**src/rtl/jericalla_pkg.sv**
```systemverilog
// Shared definitions for the jericalla instruction fetch sequencer:
// instruction width, default store geometry and the fetch FSM encoding.
package jericalla_pkg;

  localparam int unsigned INSTR_W     = 17;
  localparam int unsigned DEF_ADDR_W  = 5;
  localparam int unsigned DEF_DEPTH   = 32;

  typedef enum logic [1:0] {
    S_IDLE    = 2'd0,
    S_READ    = 2'd1,
    S_PRESENT = 2'd2,
    S_DONE    = 2'd3
  } fetch_state_e;

endpackage

```
**src/rtl/jericalla_prog_mem.sv**
```systemverilog
// Program store: DEPTH x INSTR_W words, synchronous write, registered read.
// The read register doubles as the presented instruction, so it is reset.
module jericalla_prog_mem
  import jericalla_pkg::*;
#(
  parameter int unsigned WORD_W = INSTR_W,
  parameter int unsigned ADDR_W = DEF_ADDR_W,
  parameter int unsigned DEPTH  = DEF_DEPTH
) (
  input  logic              clk,
  input  logic              rst_n,
  input  logic              wr_en,
  input  logic [ADDR_W-1:0] wr_addr,
  input  logic [WORD_W-1:0] wr_data,
  input  logic              rd_en,
  input  logic [ADDR_W-1:0] rd_addr,
  output logic [WORD_W-1:0] rd_data
);

  logic [WORD_W-1:0] mem [DEPTH];

  always_ff @(posedge clk) begin
    if (wr_en) begin
      mem[wr_addr] <= wr_data;
    end
  end

  // Only loaded on a read strobe, so the word is held while the consumer stalls.
  always_ff @(posedge clk or negedge rst_n) begin
    if (!rst_n) begin
      rd_data <= '0;
    end else if (rd_en) begin
      rd_data <= mem[rd_addr];
    end
  end

endmodule

```
**src/rtl/jericalla_fetch.sv**
```systemverilog
// Instruction sequencer: steps pc through a first..last window (wrapping),
// presents each stored word on a valid/ready handshake, optional ZF early stop.
module jericalla_fetch
  import jericalla_pkg::*;
#(
  parameter int unsigned ADDR_W = DEF_ADDR_W,
  parameter int unsigned DEPTH  = DEF_DEPTH
) (
  input  logic               clk,
  input  logic               rst_n,
  input  logic               wr_en,
  input  logic [ADDR_W-1:0]  wr_addr,
  input  logic [INSTR_W-1:0] wr_data,
  input  logic               start,
  input  logic [ADDR_W-1:0]  pc_first,
  input  logic [ADDR_W-1:0]  pc_last,
  input  logic               stop_on_zf,
  input  logic               zf_in,
  output logic [INSTR_W-1:0] instruction,
  output logic               instr_valid,
  input  logic               instr_ready,
  output logic [ADDR_W-1:0]  pc,
  output logic               busy,
  output logic               done,
  output logic [ADDR_W:0]    issued
);

  fetch_state_e state, state_nxt;

  logic [ADDR_W-1:0] pc_q;
  logic [ADDR_W-1:0] last_q;
  logic              stop_q;
  logic [ADDR_W:0]   issued_q;
  logic              idle;
  logic              accept;
  logic              run_end;

  assign idle    = (state == S_IDLE);
  assign accept  = (state == S_PRESENT) && instr_ready;
  assign run_end = (pc_q == last_q) || (stop_q && zf_in);

  jericalla_prog_mem #(
    .WORD_W (INSTR_W),
    .ADDR_W (ADDR_W),
    .DEPTH  (DEPTH)
  ) u_prog_mem (
    .clk     (clk),
    .rst_n   (rst_n),
    .wr_en   (wr_en && idle),
    .wr_addr (wr_addr),
    .wr_data (wr_data),
    .rd_en   (state == S_READ),
    .rd_addr (pc_q),
    .rd_data (instruction)
  );

  always_ff @(posedge clk or negedge rst_n) begin
    if (!rst_n) begin
      state <= S_IDLE;
    end else begin
      state <= state_nxt;
    end
  end

  always_comb begin
    state_nxt = state;
    unique case (state)
      S_IDLE:    if (start) state_nxt = S_READ;
      S_READ:    state_nxt = S_PRESENT;
      S_PRESENT: if (accept) state_nxt = run_end ? S_DONE : S_READ;
      S_DONE:    state_nxt = S_IDLE;
      default:   state_nxt = S_IDLE;
    endcase
  end

  // Run configuration is captured only on an idle start; pc wraps naturally.
  always_ff @(posedge clk or negedge rst_n) begin
    if (!rst_n) begin
      pc_q     <= '0;
      last_q   <= '0;
      stop_q   <= 1'b0;
      issued_q <= '0;
    end else if (idle && start) begin
      pc_q     <= pc_first;
      last_q   <= pc_last;
      stop_q   <= stop_on_zf;
      issued_q <= '0;
    end else if (accept) begin
      issued_q <= issued_q + 1'b1;
      if (!run_end) begin
        pc_q <= pc_q + 1'b1;
      end
    end
  end

  assign instr_valid = (state == S_PRESENT);
  assign busy        = !idle;
  assign done        = (state == S_DONE);
  assign pc          = pc_q;
  assign issued      = issued_q;

endmodule

```
**config.mk**
```make
export PLATFORM = sky130hd
export DESIGN_NAME = jericalla_fetch
export DESIGN_NICKNAME = d
export VERILOG_FILES = /design/src/rtl/jericalla_pkg.sv /design/src/rtl/jericalla_prog_mem.sv /design/src/rtl/jericalla_fetch.sv
export SDC_FILE = /design/constraint.sdc
export NUM_CORES = 1
export LEC_CHECK = 0
export ABC_CLOCK_PERIOD_IN_PS = 2700
export CORE_MARGIN = 1
export CORE_UTILIZATION = 28
export DETAILED_ROUTE_END_ITERATION = 10
export GPL_TIMING_DRIVEN = 1
export PLACE_DENSITY_LB_ADDON = 0.12
export SETUP_SLACK_MARGIN = 0.05
export SLEW_MARGIN = 10
export SYNTH_ARGS = -nofsm -noshare
export SYNTH_HDL_FRONTEND = slang
export SYNTH_SLANG_ARGS = --single-unit
export TNS_END_PERCENT = 100
```
**constraint.sdc**
```tcl
create_clock -name clk -period 2.7 [get_ports clk]
set_input_delay 0.81 -clock clk [delete_from_list [all_inputs] [get_ports clk]]
set_output_delay 0.81 -clock clk [all_outputs]
set_load 0.02 [all_outputs]
```
==> impl_metrics.ini, run 1 <==
[job]
cap_violations = 0

[synth]
synth-edff-count = 544
postSynthAreaPerCell_um2 = 19.5
synth_area_um2 = 22400
syn-instance-count = 1150
synth_flop_cell = edfxtp_1
synth_cell_type_count = 38
synth_top_area_share_pct = 72.8
ys_seq_elements = 580
synth_warnings = 0
synthArstFlopShare_pct = 6.21
syn_nets = 1191
yosysSeqAreaShare_pct = 76.8
synth_top_area_cell = edfxtp_1
ys_top_cells_by_area = edfxtp_1 73%, mux4_2 8.4%, mux2i_1 6.2%, dfrtp_1 4.0%, nor2_1 1.6%

[final_layout]
final_cell_mix = 544 x edfxtp_1, 136 x mux2i_1, 105 x buf_4
finish.utilization_pct = 35.3
fill_cells = 7467
multi_input_area_um2 = 4960
layout_commonest_cell = edfxtp_1
syn_to_final_growth_pct = 24.6
nNetsFinal = 1411
post_route_cells_drive_above_1_share_pct = 26.0
regArea_um2 = 17200

[power]
total_power_uw = 27500
power.density_nw_per_um2 = 982
ir_worst_vdd_uv = 468
p_leak_uw = 0.00940

[sta]
finalCriticalPeriod_ns = 2.62
min_period_over_period_pct = 96.9
whs_ns = 0.290
rsz0062_at_grt = yes
timing.slew.headroom_pct = 44.7
worst_slew_pin_slew_ns = 0.830
finalClockSkew_ns = 0.0144
finalSetupViolCount = 0
slew_violations = 0
finalSetupTns_ns = 0
finalHoldViolCount = 0
clock.fmax_mhz = 382
final_critical_path_setup_slack_ns = 0.0825

[worst_setup_path]
crit_type = reg -> reg
r2r_slack_ns = 0.08
crit_path_start_kind = flip-flop
worst_ep_arrival_time_ns = 3.10
crit_end = u_prog_mem.rd_data[12]
end_kind = flip-flop
timing.rr.end = u_prog_mem.rd_data[12]
r2r-start = pc[0]
startpoint = pc[0]
r2r.worst_path.cells = 9
crit_required_ns = 3.18
crit_path_max_fanout = 12

[cts]
worstSkewPairLatency_ns = 0.59
cts_hold_buf = 0
tritoncts = yes
cts.sinks = 580
cts_buffers = 66
cts_buffer_depth = 3
htree_levels = 3
clk_pin_slew_ns = 0.06
cts_root_buf = clkbuf_16

[placement]
numPortBuffers = 69
dp_hpwl_mm = 38.6
preCtsSetupSlack_ns = -0.119
finalWeightedCongestion = 0.751

[routing]
postRouteAntennaNets = 0
vias_per_cell = 4.65
avgRoutedWirePerCell_um = 25.1
met3_length_mm = 2.75
vias = 11500
drt_iter0_drc = 909
wl_met1_mm = 29.5
dr_wl_met2_mm = 28.7
wirelength_mm = 62.1
drc = 0
highest_layer = met4
first_pass_iters = 5

[run_status]
status = finished, final reports clean

[global_routing]
grt_start_max_net_pins = 37
antenna_found_initial = 1
grt_pass1_wl_mm = 89.2
overflow = 0
grt_use_total_pct = 15.4
grt_pass1_vias = 12000

[floorplan]
die_x_um = 285
ios = 70
die_h_um = 285
placementRows = 103
dieArea_um2 = 81300
initial_utilization_pct = 28.4
core_area_um2 = 79100

[min_path]
min_path_type = in -> async
==> worst max-delay path: stages (launching register included) <==
cell	delay [ns]
dfrtp_4	0.44
buf_12	0.14
buf_4	0.15
buf_12	0.16
mux4_2	0.53
mux2i_1	0.27
nor2_1	0.16
a2111oi_0	0.39
buf_4	0.21
nor3_1	0.05
==> flip-flops by register name, indices dropped and copies added (netlist names) <==
signal / count
pc: 5
state: 2
last_q: 5
u_prog_mem.rd_data: 17
stop_q: 1
issued: 6
u_prog_mem.mem: 544
==> routing by layer <==
layer	vias to the layer above	GRT usage [%]
met5	-	0
met4	0	4.67
met3	76	2.43
met2	254	23.7
met1	6053	22.4
li1	5100	-
==> synthesized netlist by cell type (3+ instances only) <==
cell type,count
and2_1,3
edfxtp_1,544
nor2b_1,3
nor4_1,17
o22ai_1,51
a2111oi_0,14
xnor2_1,6
nor3_1,17
buf_2,25
xor2_1,5
nand2b_1,3
o21ai_0,6
nor2_1,96
mux2i_1,138
buf_6,8
a2111oi_1,3
or3_1,4
clkbuf_1,22
mux4_2,84
dfrtp_1,36
nand2_1,32
nand3b_1,4
buf_12,3
nand3_1,5
==> power breakdown <==
group | internal [uW] | switching, uW
Combinational | 3510 | 4380
Clock | 5470 | 3610
Sequential | 10200 | 309
Total | 19200 | 8290
==> cells by family after synthesis <==
kind of cell,count (synthesis),synth area share [%]
AOI/OAI and AO/OA,83,2.49
xor gates and xnor gates,11,0.429
adders and majority gates,2,0.112
DFF,580,76.8
muxes,223,14.7
buffers and inverters,61,1.65
and+or+nand+nor,190,3.79
==> final cells by class <==
class | instances | share of cell area, %
antenna | 1 | 0.00895
clock buffer | 85 | 6.84
clock inverter | 34 | 1.03
inverter | 1 | 0.0134
multi-input combinational | 509 | 17.7
sequential | 580 | 61.7
tap | 1050 | 4.70
timing repair buffer | 212 | 8.00
==> through the flow <==
stage,cell area (um2),cells
CTS,27900,2471
detailed placement,25700,2347
finish,28000,2472
global placement,25700,2347
floorplan,22400,1150
global route,28000,2472
==> timing repair <==
action,4_1_cts,5_1_grt
buffers inserted,5,0
endpoints found under the hold margin,0,0
pin swaps,0,0
gates resized for setup,9,10
endpoints found under the setup margin,8,10
==> worst min-delay path by stage <==
stage	startpoint	end	slack [ns]	cells past startpoint
6_report	rst_n	issued[4]	0.29	2
5_1_grt	rst_n	issued[5]	0.32	2
4_1_cts	rst_n	stop_q	0.30	2
3_5_place_dp	last_q[1]	last_q[1]	0.49	2
3_3_place_gp	last_q[0]	last_q[0]	0.49	2
2_1_floorplan	last_q[0]	last_q[0]	0.47	2
Power figures use the tool's default switching activity.
==> inputs of run 2 (changes only) <==
--- a/config.mk
+++ b/config.mk
@@ -7,7 +7,7 @@
 export LEC_CHECK = 0
 export ABC_CLOCK_PERIOD_IN_PS = 2700
 export CORE_MARGIN = 1
-export CORE_UTILIZATION = 28
+export CORE_UTILIZATION = 57
 export DETAILED_ROUTE_END_ITERATION = 10
 export GPL_TIMING_DRIVEN = 1
 export PLACE_DENSITY_LB_ADDON = 0.12
==> run 2 against run 1 <==
Non-clock buffer count is 25 lower; setup slack improved by 0.019 ns; largest cell class unchanged; hold slack worse by 0.0083 ns; combinational power fell by 8.4%; fmax increased by 0.72%; die area fell by 51%; critical path depth fell by 2.
==> impl_metrics.ini, run 2 (synthesized netlist as in run 1, its figures left out) <==
[worst_setup_path]
crit_type = reg -> reg
crit_path_max_fanout = 65
worst_ep_arrival_time_ns = 3.05
crit_path_start_kind = flip-flop
crit_required_ns = 3.16
max_stage_delay_ns = 0.62
crit_top_cell = buf_12
cpMaxStageDelayCell = a2111oi_1
end_kind = flip-flop
path_cells = buf_12 -> buf_12 -> mux2i_1 -> o22ai_1 -> a2111oi_1 -> buf_4 -> nor3_1

[global_routing]
antenna_found_initial = 1
grt_use_total_pct = 25.9
grt_pass1_wl_mm = 75.0
grt_pass1_vias = 11600
grt_start_max_net_pins = 66
overflow = 0

[cts]
cts_buffers = 55
cts.sinks = 580
tritoncts = yes
clk_pin_slew_ns = 0.06
worstSkewPairLatency_ns = 0.60
cts_hold_buf = 0
cts_root_buf = clkbuf_16
htree_levels = 2
cts_buffer_depth = 3

[sta]
worst_slew_pin_slew_ns = 0.750
finalClockSkew_ns = 0.0193
finalSetupTns_ns = 0
min_period_over_period_pct = 96.3
finalSetupViolCount = 0
finalHoldViolCount = 0
final_critical_path_setup_slack_ns = 0.101
timing.slew.headroom_pct = 50.0
rsz0062_at_grt = yes
clock.fmax_mhz = 385
finalCriticalPeriod_ns = 2.60
slew_violations = 0

[power]
p_comb_share_pct = 28.3
p_sw_uw = 7430
p_int_uw = 18100
p_leak_uw = 0.00909
ir_worst_vdd_uv = 587
pwr-share-seq_pct = 41.0
clockPowerShare_pct = 30.6
power.density_nw_per_um2 = 958
netSwitchingFraction_pct = 29.1

[floorplan]
initial_utilization_pct = 57.9
ios = 70
die_x_um = 200
dieArea_um2 = 40200
core_area_um2 = 38700
die_h_um = 200
placementRows = 72

[routing]
postRouteAntennaNets = 0
avgRoutedWirePerCell_um = 26.9
first_pass_iters = 6
vias = 11400
wirelength_mm = 50.9
drc = 0
vias_per_cell = 6.03
drt_iter0_drc = 1118

[run_status]
status = finished, final reports clean

[final_layout]
regArea_um2 = 17200
layout_commonest_cell = edfxtp_1
fill_cells = 2521
syn_to_final_growth_pct = 18.7
nNetsFinal = 1375
post_route_cells_drive_above_1_share_pct = 23.1
antenna_cells = 0
multi_input_area_um2 = 4890
top_register = u_prog_mem.mem
largest_reg_flops = 544
final_cell_mix = 544 x edfxtp_1, 138 x mux2i_1, 85 x buf_4

[job]
cap_violations = 0

[placement]
dp_hpwl_mm = 31.1
finalWeightedCongestion = 0.883
preCtsSetupSlack_ns = 0.0231
numPortBuffers = 69

[min_path]
min_path_type = in -> async
-- run 2: cell type report --
type / count / area share, %
clock inverter: 37 / 1.43
multi-input combinational: 509 / 18.4
tap: 518 / 2.43
clock buffer: 64 / 5.49
timing repair buffer: 187 / 7.46
sequential: 580 / 64.8
inverter: 1 / 0.0141
-- run 2: stage by stage --
stage	hold slack, ns	total power (uW)	utilization (%)	instances	cell area, um2
floorplan	0.467	15200	-	1150	22400
global placement	0.481	17800	63.9	1794	24800
detailed placement	0.486	17900	63.9	1794	24800
CTS	0.279	25600	68.7	1896	26600
global route	0.322	26400	68.7	1896	26600
finish	0.281	25500	68.7	1896	26600
-- run 2: timing repair --
item / in CTS / in global routing
buffers inserted: 1 / 0
hold endpoints to repair: 0 / 0
resized for setup: 8 / 3
setup endpoints to repair: 6 / 3
gates cloned: 0 / 0
-- run 2: path summary, 6_finish.rpt --
path / from / end / slack [ns] / cells past startpoint
setup / recovery: pc[0] / u_prog_mem.rd_data[0] / 0.10 / 7
hold / removal: rst_n / last_q[2] / 0.28 / 1
setup reg to reg: pc[0] / u_prog_mem.rd_data[0] / 0.10 / 7
hold reg to reg: last_q[4] / last_q[4] / 0.50 / 2
max in group asynchronous: rst_n / u_prog_mem.rd_data[3] / 1.77 / 2
min in group clk: last_q[4] / last_q[4] / 0.50 / 2
-- run 2: layer usage --
layer	share of wire, %	vias up	global-route usage, %
met5	0	-	0
met4	2.3	0	8.21
met3	7.2	58	4.23
met2	47	419	39.4
met1	44	5939	39.1
li1	-	5023	-
-- run 2: power groups by stage --
stage | Clock, uW | Sequential (uW) | Combinational (uW)
detailed placement | 0 | 10700 | 7200
floorplan | 0 | 10700 | 4510
global placement | 0 | 10700 | 7150
CTS | 7910 | 10500 | 7270
finish | 7810 | 10500 | 7230
global route | 8250 | 10500 | 7680
-- run 2: worst max-delay path: cells and delay by family, from the launching register on --
| family | cells | cell delay (ns) |
|---|---|---|
| compound gates | 2 | 0.76 |
| buf+inv | 3 | 0.84 |
| flops | 1 | 0.50 |
| mux | 1 | 0.20 |
| simple gates | 1 | 0.05 |
